### src/rtl/instruction_fetch.sv
// instruction_fetch: prefetch stage between the instruction BRAM and controller.
// Streams sequential fetches into a small FIFO so the BRAM read latency is
// hidden, presents one instruction per cycle over valid/ready, flushes on
// redirect and flags end-of-program once everything has drained.
// Optional feature: define INSTR_FETCH_STATS_EN to add saturating
// handshake/redirect counters (fetch_count_out, flush_count_out).
module instruction_fetch #(
  parameter int INSTRUCTION_WIDTH = 32,
  parameter int INSTRUCTION_COUNT = 8,
  parameter int BRAM_LATENCY      = 2,
  parameter int FIFO_DEPTH        = 4,
  localparam int ADDR_WIDTH       = $clog2(INSTRUCTION_COUNT)
) (
  input  logic                         clk_in,
  input  logic                         rst_in,
  output logic [ADDR_WIDTH-1:0]        bram_addr_out,
  input  logic [INSTRUCTION_WIDTH-1:0] bram_data_in,
  output logic [INSTRUCTION_WIDTH-1:0] instr_out,
  output logic [ADDR_WIDTH-1:0]        instr_pc_out,
  output logic                         instr_valid_out,
  input  logic                         instr_ready_in,
  input  logic                         jump_valid_in,
  input  logic [ADDR_WIDTH:0]          jump_addr_in,
`ifdef INSTR_FETCH_STATS_EN
  output logic [31:0]                  fetch_count_out,
  output logic [31:0]                  flush_count_out,
`endif
  output logic                         program_done_out
);

  localparam int PC_W  = ADDR_WIDTH + 1;
  localparam int PTR_W = $clog2(FIFO_DEPTH);
  localparam int CNT_W = PTR_W + 1;

  localparam logic [PC_W-1:0]  COUNT_L = PC_W'(INSTRUCTION_COUNT);
  localparam logic [CNT_W:0]   DEPTH_L = (CNT_W+1)'(FIFO_DEPTH);

  // Fetch PC and the last address driven to the BRAM
  logic [PC_W-1:0]       pc;
  logic [ADDR_WIDTH-1:0] addr_q;

  // In-flight read tracking: one {valid, pc} slot per cycle of BRAM latency
  logic [BRAM_LATENCY-1:0] sr_vld;
  logic [ADDR_WIDTH-1:0]   sr_pc [BRAM_LATENCY];

  // Instruction FIFO; pointers wrap naturally since the depth is a power of two
  logic [INSTRUCTION_WIDTH-1:0] fifo_instr [FIFO_DEPTH];
  logic [ADDR_WIDTH-1:0]        fifo_pc    [FIFO_DEPTH];
  logic [PTR_W-1:0]             rd_ptr;
  logic [PTR_W-1:0]             wr_ptr;
  logic [CNT_W-1:0]             count;

  logic [CNT_W-1:0] inflight;
  logic [CNT_W:0]   backlog;
  logic             pc_in_range;
  logic             fetch;
  logic             push;
  logic             pop;
  logic             done_cond;
  logic             done_q;

  // Count reads still travelling through the BRAM pipeline
  always_comb begin
    inflight = '0;
    for (int i = 0; i < BRAM_LATENCY; i++) begin
      inflight = inflight + CNT_W'(sr_vld[i]);
    end
  end

  // Issue only when the eventual results are guaranteed a FIFO slot, so a
  // stall can never overflow the buffer or drop a returning read.
  assign backlog     = {1'b0, count} + {1'b0, inflight};
  assign pc_in_range = (pc < COUNT_L);
  assign fetch       = !jump_valid_in && pc_in_range && (backlog < DEPTH_L);

  assign push = sr_vld[BRAM_LATENCY-1];
  assign pop  = instr_valid_out && instr_ready_in;

  assign bram_addr_out = fetch ? pc[ADDR_WIDTH-1:0] : addr_q;

  // Head is forced to zero when empty so stale entries never leak out
  assign instr_valid_out  = (count != '0);
  assign instr_out        = instr_valid_out ? fifo_instr[rd_ptr] : '0;
  assign instr_pc_out     = instr_valid_out ? fifo_pc[rd_ptr]    : '0;
  assign done_cond        = !pc_in_range && (count == '0) && (inflight == '0);
  assign program_done_out = done_q;

  // Control state: PC, issued-address hold, in-flight valids and FIFO pointers
  always_ff @(posedge clk_in) begin
    if (rst_in) begin
      pc     <= '0;
      addr_q <= '0;
      sr_vld <= '0;
      rd_ptr <= '0;
      wr_ptr <= '0;
      count  <= '0;
    end else begin
      if (fetch) begin
        addr_q <= pc[ADDR_WIDTH-1:0];
      end
      if (jump_valid_in) begin
        pc <= jump_addr_in;
      end else if (fetch) begin
        pc <= pc + PC_W'(1);
      end
      if (jump_valid_in) begin
        // Redirect discards everything buffered or in flight; a coinciding
        // pop has already been accepted by the controller this cycle.
        sr_vld <= '0;
        rd_ptr <= '0;
        wr_ptr <= '0;
        count  <= '0;
      end else begin
        for (int i = 1; i < BRAM_LATENCY; i++) begin
          sr_vld[i] <= sr_vld[i-1];
        end
        sr_vld[0] <= fetch;
        if (push) begin
          wr_ptr <= wr_ptr + PTR_W'(1);
        end
        if (pop) begin
          rd_ptr <= rd_ptr + PTR_W'(1);
        end
        case ({push, pop})
          2'b10:   count <= count + CNT_W'(1);
          2'b01:   count <= count - CNT_W'(1);
          default: count <= count;
        endcase
      end
    end
  end

  // Datapath: in-flight PCs and FIFO storage, validity is tracked by control
  always_ff @(posedge clk_in) begin
    sr_pc[0] <= pc[ADDR_WIDTH-1:0];
    for (int i = 1; i < BRAM_LATENCY; i++) begin
      sr_pc[i] <= sr_pc[i-1];
    end
    if (push) begin
      fifo_instr[wr_ptr] <= bram_data_in;
      fifo_pc[wr_ptr]    <= sr_pc[BRAM_LATENCY-1];
    end
  end

  // Registered end-of-program flag; an in-range redirect clears it at once
  always_ff @(posedge clk_in) begin
    if (rst_in) begin
      done_q <= 1'b0;
    end else if (jump_valid_in) begin
      done_q <= done_q && (jump_addr_in >= COUNT_L);
    end else begin
      done_q <= done_cond;
    end
  end

`ifdef INSTR_FETCH_STATS_EN
  // Saturating counters of handshakes and redirects
  always_ff @(posedge clk_in) begin
    if (rst_in) begin
      fetch_count_out <= '0;
      flush_count_out <= '0;
    end else begin
      if (pop && (fetch_count_out != '1)) begin
        fetch_count_out <= fetch_count_out + 32'd1;
      end
      if (jump_valid_in && (flush_count_out != '1)) begin
        flush_count_out <= flush_count_out + 32'd1;
      end
    end
  end
`endif

endmodule

### config.mk
export PLATFORM = sky130hd
export DESIGN_NAME = instruction_fetch
export DESIGN_NICKNAME = d
export VERILOG_FILES = /design/src/rtl/instruction_fetch.sv
export SDC_FILE = /design/constraint.sdc
export NUM_CORES = 1
export LEC_CHECK = 0
export CORE_MARGIN = 5
export CORE_UTILIZATION = 38
export DETAILED_ROUTE_END_ITERATION = 7
export PLACE_DENSITY_LB_ADDON = 0.05
export SLEW_MARGIN = 40
export SYNTH_ARGS = -nofsm -noshare
export SYNTH_HDL_FRONTEND = slang
export SYNTH_SLANG_ARGS = --single-unit
### constraint.sdc
create_clock -name clk_in -period 2.35 [get_ports clk_in]
set_input_delay 0.47 -clock clk_in [delete_from_list [all_inputs] [get_ports clk_in]]
set_output_delay 0.47 -clock clk_in [all_outputs]
set_load 0.05 [all_outputs]
# After elaboration in Yosys (flattened, before gate mapping)
# Memories as Yosys holds them, arrays and structs flattened. A register that Yosys moved wholly into a read port is not among the register bits.
# Index checks and enable logic that the tools add are counted.
word_totals:
  register_bits: 17
  ramBits: 146
  inputBits: 40
  mem_count: 3
mem_list:
  columns: ["name", "words", "word_bits", "rd", "rd_ports_with_merged_regs", "write_ports", "line_no", "source"]
  rows:
  - ["fifo_instr", 4, 32, 1, 1, 1, "47", "logic [INSTRUCTION_WIDTH-1:0] fifo_instr [FIFO_DEPTH];"]
  - ["fifo_pc", 4, 3, 1, 1, 1, "48", "logic [ADDR_WIDTH-1:0] fifo_pc [FIFO_DEPTH];"]
  - ["sr_pc", 2, 3, 2, 0, 2, "44", "logic [ADDR_WIDTH-1:0] sr_pc [BRAM_LATENCY];"]
op_classes:
  addsub: 7
  magnitude_cmp: 3
  eq_ne: 2
  muxes: 13
  reduce_logical: 14
ops:
  columns: ["cell", "count"]
  rows:
  - ["2-to-1 mux 32 bit", 1]
  - ["2-to-1 mux 2 bit", 4]
  - ["2-to-1 mux 4 bit", 2]
  - ["logical AND 1 bit", 6]
  - ["zero test 3 bit", 2]
  - ["2-to-1 mux 3 bit", 2]
  - ["case mux 3 bit (2 select lines)", 1]
  - ["adder 2 x 1 -> 2 bit, second input constant", 2]
  - ["adder 3 x 2 -> 4 bit", 1]
  - ["adder 4 x 1 -> 4 bit, second input constant", 1]
  - [">= comparator 4 bit, second input constant", 1]
  - ["< comparator 4 x 3 -> 1 bit, second input constant", 1]
  - ["< comparator 4 bit, second input constant", 1]
  - ["nonzero test 2 bit", 2]
  - ["adder 3 x 1 -> 3 bit, second input constant", 1]
  - ["2-to-1 mux 1 bit", 3]
  - ["nonzero test 3 bit", 1]
  - ["subtractor 3 x 1 -> 3 bit, second input constant", 1]
  - ["adder 1 x 1 -> 2 bit", 1]
  - ["== test 2 x 1 -> 1 bit, second input constant", 1]
  - ["== test 2 bit, second input constant", 1]
  - ["zero test 1 bit", 2]
  - ["OR reduction 2 bit", 1]

# Longest topological paths before layout
# Gate-level depths: netlist of run 1.
logic_depth:
  word_depth: 6
  mapped_depth: 8

# Worst setup path before layout of run 1
# Ideal clock, no wire load.
synth_timing:
  path_kind: "register to output"
  start: "register sr_vld[1]"
  end: "output bram_addr_out[0]"
  t_arrival_ns: 1.758
  t_required_ns: 1.880
  path_slack_ns: 0.122
  stages_incl_launch_ff: 7
  n_path_buf: 1
  cell_sequence: "dfxtp_1 ha_1 ha_1 or4_1 buf_2 o21ai_1 nand2_1"
synth_between:
  elab_chain_cells: 5
synth_lines:
  columns: ["item", "line_no", "source"]
  rows:
  - ["from (decl)", "43", "logic [BRAM_LATENCY-1:0] sr_vld;"]
  - ["from (signal, indexed assignment)", "115", "sr_vld[i] <= sr_vld[i-1];"]
  - ["adder 1 x 1 -> 2 bit", "66", "inflight = inflight + CNT_W'(sr_vld[i]);"]
  - ["adder 3 x 2 -> 4 bit", "72", "assign backlog = {1'b0, count} + {1'b0, inflight};"]
  - ["< comparator 4 x 3 -> 1 bit", "74", "assign fetch = !jump_valid_in && pc_in_range && (backlog < DEPTH_L);"]
  - ["logical AND 1 bit", "74", null]
  - ["2-to-1 mux 3 bit", null, null]
  - ["to (decl)", "16", "output logic [ADDR_WIDTH-1:0] bram_addr_out,"]
# Every way passes these cells.

==> key figures, run 1 <==
Status
  – Outcome: finished, violations left
  – Failing checks: negative setup slack

Synth
  – Sequential cell area fraction in the yosys report: 0.7380
  – Avg Cell Area, Syn: 18.75 um^2
  – EDFF count, synth: 140
  – Top cells by area, synth: edfxtp_1 (66%), mux4_2 (12%), dfxtp_1 (7.9%)
  – Top-area cell type share of the netlist area: 0.6595
  – Mapped Cells: 340
  – Seq cells post-synth: roughly 170
  – Async SR Flop Fraction: 0
  – Synth Net Count: a little under 400
  – Synth top cells by count: edfxtp_1 (140), mux4_2 (35), nor2b_1 (34), dfxtp_1 (25), nor2_1 (13)
  – Yosys warnings: 0
  – Top-count cell post-synth: edfxtp_1
  – Post-synthesis cell type count: 36
  – Leading register cell type out of synthesis: edfxtp_1
  – Cell area after synthesis: about 0.0064 mm^2
  – Area leader, netlist: edfxtp_1

Drt
  – Routed len/inst: ~19 um
  – DR DRC count: 0
  – Post-Route WL: between 10,000 and 15,000 um
  – Vias: 3,356
  – Final ANT Viol Nets: 0
  – DRT iter0 DRCs: 98
  – Vias/cell: roughly 4.9
  – Initial DRT Pass Iterations: 4

CTS
  – CTS tree: built
  – CTS Hold Bufs: 0
  – Worst-path clk slew: ~60 ps
  – Worst skew pair latency: 410 ps
  – CTS max path bufs: 2
  – H-tree levels: 4
  – Root cell of the clock tree: clkbuf_16
  – CTS Buf Count: 17
  – CTS sink cnt: around 170

Finish
  – Area grow syn2layout: 37.00%
  – # diodes: 0
  – Final instance count without filler cells: 690
  – Final Util: 0.5285
  – Nets: approximately 510
  – Share of cells above drive strength 1: 0.4064
  – Final Cell Area: a little under 0.009 mm^2

Timing
  – Pins Over Slew Limit: 0
  – Final Cycle Share: 1.031
  – RSZ-0062 raised after global routing: yes
  – Fmax: around 0.41 GHz
  – # setup viols final: 13
  – Final hold violations: 0
  – Clk_skew: between 4 and 5 ps
  – PnR worst setup slack: -71.70 ps
  – Slew @ Worst Pin: between 500 and 600 ps
  – Max-slew headroom: 0.6318
  – Minimum clock period: 2422 ps

Worst hold path
  – HP Start: sr_pc[0][0]
  – Worst Hold Endpoint: sr_pc[0][3]
  – Worst min path class: reg -> reg
  – Worst Hold Depth: 0

Placed design
  – Area after DPL: roughly 0.0075 mm^2
  – Cell total after placement: approximately 640
  – Post-DP HPWL: roughly 7500 um
  – Worst slack at placement: -114.8 ps
  – IO buf count: 79
  – Routability Congestion: approximately 0.69

Run
  – Max-cap violation count: 0

Global route
  – GRT overflow: 0
  – Vias in the first global route: between 3,000 and 4,000
  – Initial antenna violation count: 0
  – First-pass GRT wire length: around 20,000 um
  – Largest net degree at the start of global routing: 36
  – Total GRT Usage: 0.1337

Worst setup path
  – Worst EP arrival: slightly below 2000 ps
  – FF-to-FF Start: count[2]
  – Worst R2R Path Depth: 8
  – Startpoint Class: flop
  – CP Max Fanout: 5
  – Reg2Reg Setup Slack: around 370 ps
  – CP Data Required Time: 1880 ps
  – Crit end category: primary output
  – CP Class: reg -> out
  – FF-to-FF End: count[2]

Power
  – Pwr Density: between 700 and 800 mW/mm^2
  – Power Total: roughly 6.2 mW
  – Max VDD drop: approximately 0.5 mV
  – Leakage power: 2.986 nW

Floorplan
  – I/O pins: 80
  – Die height: 139.5 um
  – Die Wd: between 100 and 150 um
  – Die ar.: a little under 0.02 mm^2
  – Core area: around 0.017 mm^2
  – Row Count: 47
  – Initial core utilization: 0.3858
==> cells in the final DEF (no fill, tap or decap), types with 2 or more instances in the layout <==
cell type,instances
inv_6,2
buf_6,36
mux4_2,35
ha_4,2
nor2b_4,29
clkinv_4,2
ha_1,7
dfxtp_2,5
clkdlybuf4s50_1,40
dfxtp_1,19
and2_2,4
and2b_1,3
clkinvlp_4,5
a21oi_1,8
buf_4,22
nor2_1,13
clkbuf_16,20
bufinv_16,2
o21ai_2,3
nand2_1,5
buf_8,5
xor2_1,4
buf_12,7
nor2b_1,5
clkinv_1,2
inv_1,12
nand3_1,6
edfxtp_1,140
==> flip-flops by register name, indices dropped and copies added, names as in the netlist, named ones only <==
signal / cells
pc: 4
sr_pc: 6
rd_ptr: 2
sr_vld: 2
fifo_instr: 128
fifo_pc: 12
program_done_out: 1
count: 3
wr_ptr: 2
addr_q: 3
==> worst max-delay path by stage <==
stage,depth (start not counted),endpoint,from
floorplan,6,bram_addr_out[0],sr_vld[1]
finish,5,instr_out[15],flop
global route,5,instr_out[15],flop
CTS,6,bram_addr_out[1],sr_vld[1]
detailed placement,9,count[2],instr_ready_in
global placement,9,count[2],instr_ready_in
==> what timing repair did <==
item / in CTS / in global routing
endpoints found under the setup margin: 27 / 37
resized for setup: 48 / 74
cloned: 2 / 3
buffers inserted: 1 / 9
hold endpoints to repair: 0 / 0
pin swaps: 8 / 5
==> final cells by class <==
cell class / count / area, um^2
Tap cell: 220 / 275.3
Clock buffer: 17 / 425.4
Sequential cell: 165 / 4715
Timing Repair Buffer: 114 / 1289
Inverter: 12 / 45.04
Clock inverter: 15 / 156.4
Multi-Input combinational cell: 147 / 1828
Fill cell: 1385 / 7791
==> stage by stage <==
step | hold slack (ps) | setup TNS (ps)
after CTS | 334.0 | -1478
final | 328.4 | -566.0
after floorplan | 309.6 | 0
after global routing | 339.5 | -2282
after detailed placement | 318.6 | -198.7
after global placement | 311.9 | -62.29
==> worst max-delay path, stage by stage (launching register included) <==
cell and delay, ps:
dfxtp_4 450, buf_12 150, buf_12 130, mux4_2 500
nor2b_4 150, buf_6 160
==> power by group <==
| group | total, mW | switching, mW | internal, mW |
|---|---|---|---|
| clock | 2.72 | 1.15 | 1.57 |
| sequential | 3.22 | 0.0182 | 3.20 |
| combinational | 0.221 | 0.107 | 0.114 |
==> kinds of logic after synthesis <==
| kind of cell | count (synthesis) | share of synthesized area |
|---|---|---|
| buf+inv | 28 | 0.01904 |
| flops | 165 | 0.7380 |
| compound gates | 19 | 0.01825 |
| xor+xnor | 5 | 0.006869 |
| simple gates | 77 | 0.07184 |
| mux | 36 | 0.1252 |
| fa+ha+maj | 10 | 0.02081 |
==> routing by layer <==
layer,vias to the layer above,GRT usage,wire length (um)
met5,-,0,0
met4,0,0.04789,185
met3,13,0.03911,462
met2,62,0.2165,6526
met1,1723,0.1726,6049
li1,1558,-,-
(Power assumes the default switching activity.)
==> run 2, diff against run 1 <==
--- a/config.mk
+++ b/config.mk
@@ -8,7 +8,7 @@
 export CORE_MARGIN = 5
 export CORE_UTILIZATION = 38
 export DETAILED_ROUTE_END_ITERATION = 7
-export PLACE_DENSITY_LB_ADDON = 0.05
+export PLACE_DENSITY_LB_ADDON = 0.08
 export SLEW_MARGIN = 40
 export SYNTH_ARGS = -nofsm -noshare
 export SYNTH_HDL_FRONTEND = slang
==> key figures, run 2 (synthesis results as in run 1) <==
Global route
  – Total GRT Usage: 0.1328
  – First-pass GRT wire length: ~19,000 um
  – Vias in the first global route: 3,468
  – Initial antenna violation count: 1
  – GRT overflow: 0
  – Largest net degree at the start of global routing: 36

Power
  – Max VDD drop: 0.5080 mV
  – Power Total: 6.077 mW
  – Leakage power: between 2 and 3 nW
  – Pwr Density: slightly above 700 mW/mm^2

Placed design
  – Post-DP HPWL: slightly below 7000 um
  – Area after DPL: 0.007498 mm^2
  – Cell total after placement: 640
  – IO buf count: 79
  – Routability Congestion: between 0.7 and 0.8
  – Worst slack at placement: -131.4 ps

CTS
  – CTS Hold Bufs: 0
  – CTS Buf Count: 17
  – Root cell of the clock tree: clkbuf_16
  – CTS max path bufs: 2
  – H-tree levels: 4
  – CTS sink cnt: around 170
  – Worst-path clk slew: ~60 ps
  – CTS tree: built
  – Worst skew pair latency: approximately 420 ps

Worst setup path
  – FF-to-FF End: count[2]
  – Critical path depth: 6
  – CP Max Fanout: 5
  – CP top delay family: simple AND/OR/NAND/NOR gates
  – CP peak stage delay: roughly 470 ps
  – Worst R2R Path Depth: 8
  – Crit end category: primary output
  – Most common cell on crit path: ha_4
  – Worst EP arrival: just under 2000 ps
  – Bufs and invs on worst path: 1
  – Reg2Reg Setup Slack: ~200 ps
  – CP startpoint: sr_vld[1]
  – CP Data Required Time: approximately 1900 ps
  – Slowest cell on the critical path: or4_4
  – Setup crit end: bram_addr_out[1]
  – Cells along the critical path: ha_4, ha_4, or4_4, o21ai_2, nand2_1, buf_6
  – Startpoint Class: flop
  – FF-to-FF Start: count[2]
  – CP Class: reg -> out

Drt
  – Post-Route WL: roughly 13,000 um
  – DR DRC count: 0
  – DRT iter0 DRCs: ~220
  – Initial DRT Pass Iterations: 4
  – Routed len/inst: around 19 um
  – Final ANT Viol Nets: 0
  – Vias/cell: 4.831
  – Vias: around 3,300

Finish
  – Nets: 499
  – Share of cells above drive strength 1: 0.3745
  – Max reg flops: approximately 130
  – Leading cell type in the layout, fill and taps excluded: edfxtp_1
  – Reg area: about 0.0047 mm^2
  – Most frequent cells in the layout: edfxtp_1 (140), clkdlybuf4s50_1 (40), mux4_2 (35), buf_6 (35)
  – Top Registers: fifo_instr (128), fifo_pc (12), sr_pc (6)
  – Final Cell Area: 0.008610 mm^2
  – Multi-input gate area: around 0.0018 mm^2
  – # diodes: 0
  – Final instance count without filler cells: slightly below 700
  – Area grow syn2layout: 35.05%
  – Final Util: 0.5210
  – Biggest register: fifo_instr
  – Filler cells: roughly 1,400

Floorplan
  – Die ar.: between 0.015 and 0.02 mm^2
  – Core area: 0.01652 mm^2
  – I/O pins: 80
  – Die height: between 100 and 150 um
  – Die Wd: around 140 um
  – Initial core utilization: 0.3858
  – Row Count: between 40 and 50

Timing
  – # setup viols final: 15
  – Max-slew headroom: 0.6620
  – PnR worst setup slack: -67.21 ps
  – Clk_skew: between 15 and 20 ps
  – Fmax: 0.4137 GHz
  – Slew @ Worst Pin: 505.4 ps
  – Pins Over Slew Limit: 0
  – Hold_ws: roughly 330 ps
  – Final Cycle Share: 1.029
  – Final hold violations: 0
  – Setup_tns: -647.0 ps
  – Minimum clock period: about 2400 ps
  – RSZ-0062 raised after global routing: yes

Status
  – Outcome: finished, violations left
  – Failing checks: negative setup slack

Run
  – Max-cap violation count: 0

Worst hold path
  – Worst min path class: reg -> reg
-- run 2: changes by cell type in the layout (fill, tap and decap cells not counted), sizes merged --
| cell | before | now |
|---|---|---|
| clkinv | 5 | 8 |
| buf | 71 | 65 |
| clkbuf | 20 | 19 |
| inv | 15 | 13 |
| clkinvlp | 5 | 3 |
-- run 2: area by class of cell --
| type | count | area share |
|---|---|---|
| Inverter | 12 | 0.005232 |
| Clock inverter | 14 | 0.01584 |
| Tap cell | 220 | 0.03197 |
| Timing Repair Buffer | 106 | 0.1437 |
| Sequential cell | 165 | 0.5474 |
| Clock buffer | 18 | 0.04985 |
| Multi-Input combinational cell | 147 | 0.2059 |
-- run 2: worst reg2reg max path: stages, from the launching register on --
cell and delay, ps:
dfxtp_1 540, o31ai_1 160, inv_1 70, ha_1 170, inv_1 60, fa_1 370
xor2_1 150, or3_2 400, a21oi_1 150
-- run 2: metal layers --
layer / routed length, um / GRT usage / part of all wire
met2: 6341 / 0.2173 / 0.50
met5: 13 / 0 / 0.0010
met1: 5702 / 0.1697 / 0.45
met3: 473 / 0.03739 / 0.037
met4: 129 / 0.04943 / 0.010
-- run 2: power breakdown --
group          internal, mW  total [mW]  switching (mW)
sequential             3.20        3.22          0.0184
clock                  1.55        2.64            1.09
combinational         0.115       0.222           0.106
-- run 2: what timing repair did --
action / 4_1_cts / 5_1_grt
setup endpoints to repair: 38 / 38
pin swaps: 8 / 4
buffers inserted: 5 / 4
gates cloned: 3 / 1
resized for setup: 81 / 31
-- run 2: how the worst min path moves through the flow --
stage	from	end	slack, ps	cells after the start
6_report	sr_pc[0][2]	sr_pc[0][5]	330	0
5_1_grt	sr_pc[0][2]	sr_pc[0][5]	340	0
4_1_cts	sr_pc[0][1]	sr_pc[0][4]	330	0
3_5_place_dp	sr_pc[0][1]	sr_pc[0][4]	310	0
3_3_place_gp	sr_pc[0][1]	sr_pc[0][4]	310	0
2_1_floorplan	sr_pc[0][0]	sr_pc[0][3]	310	0
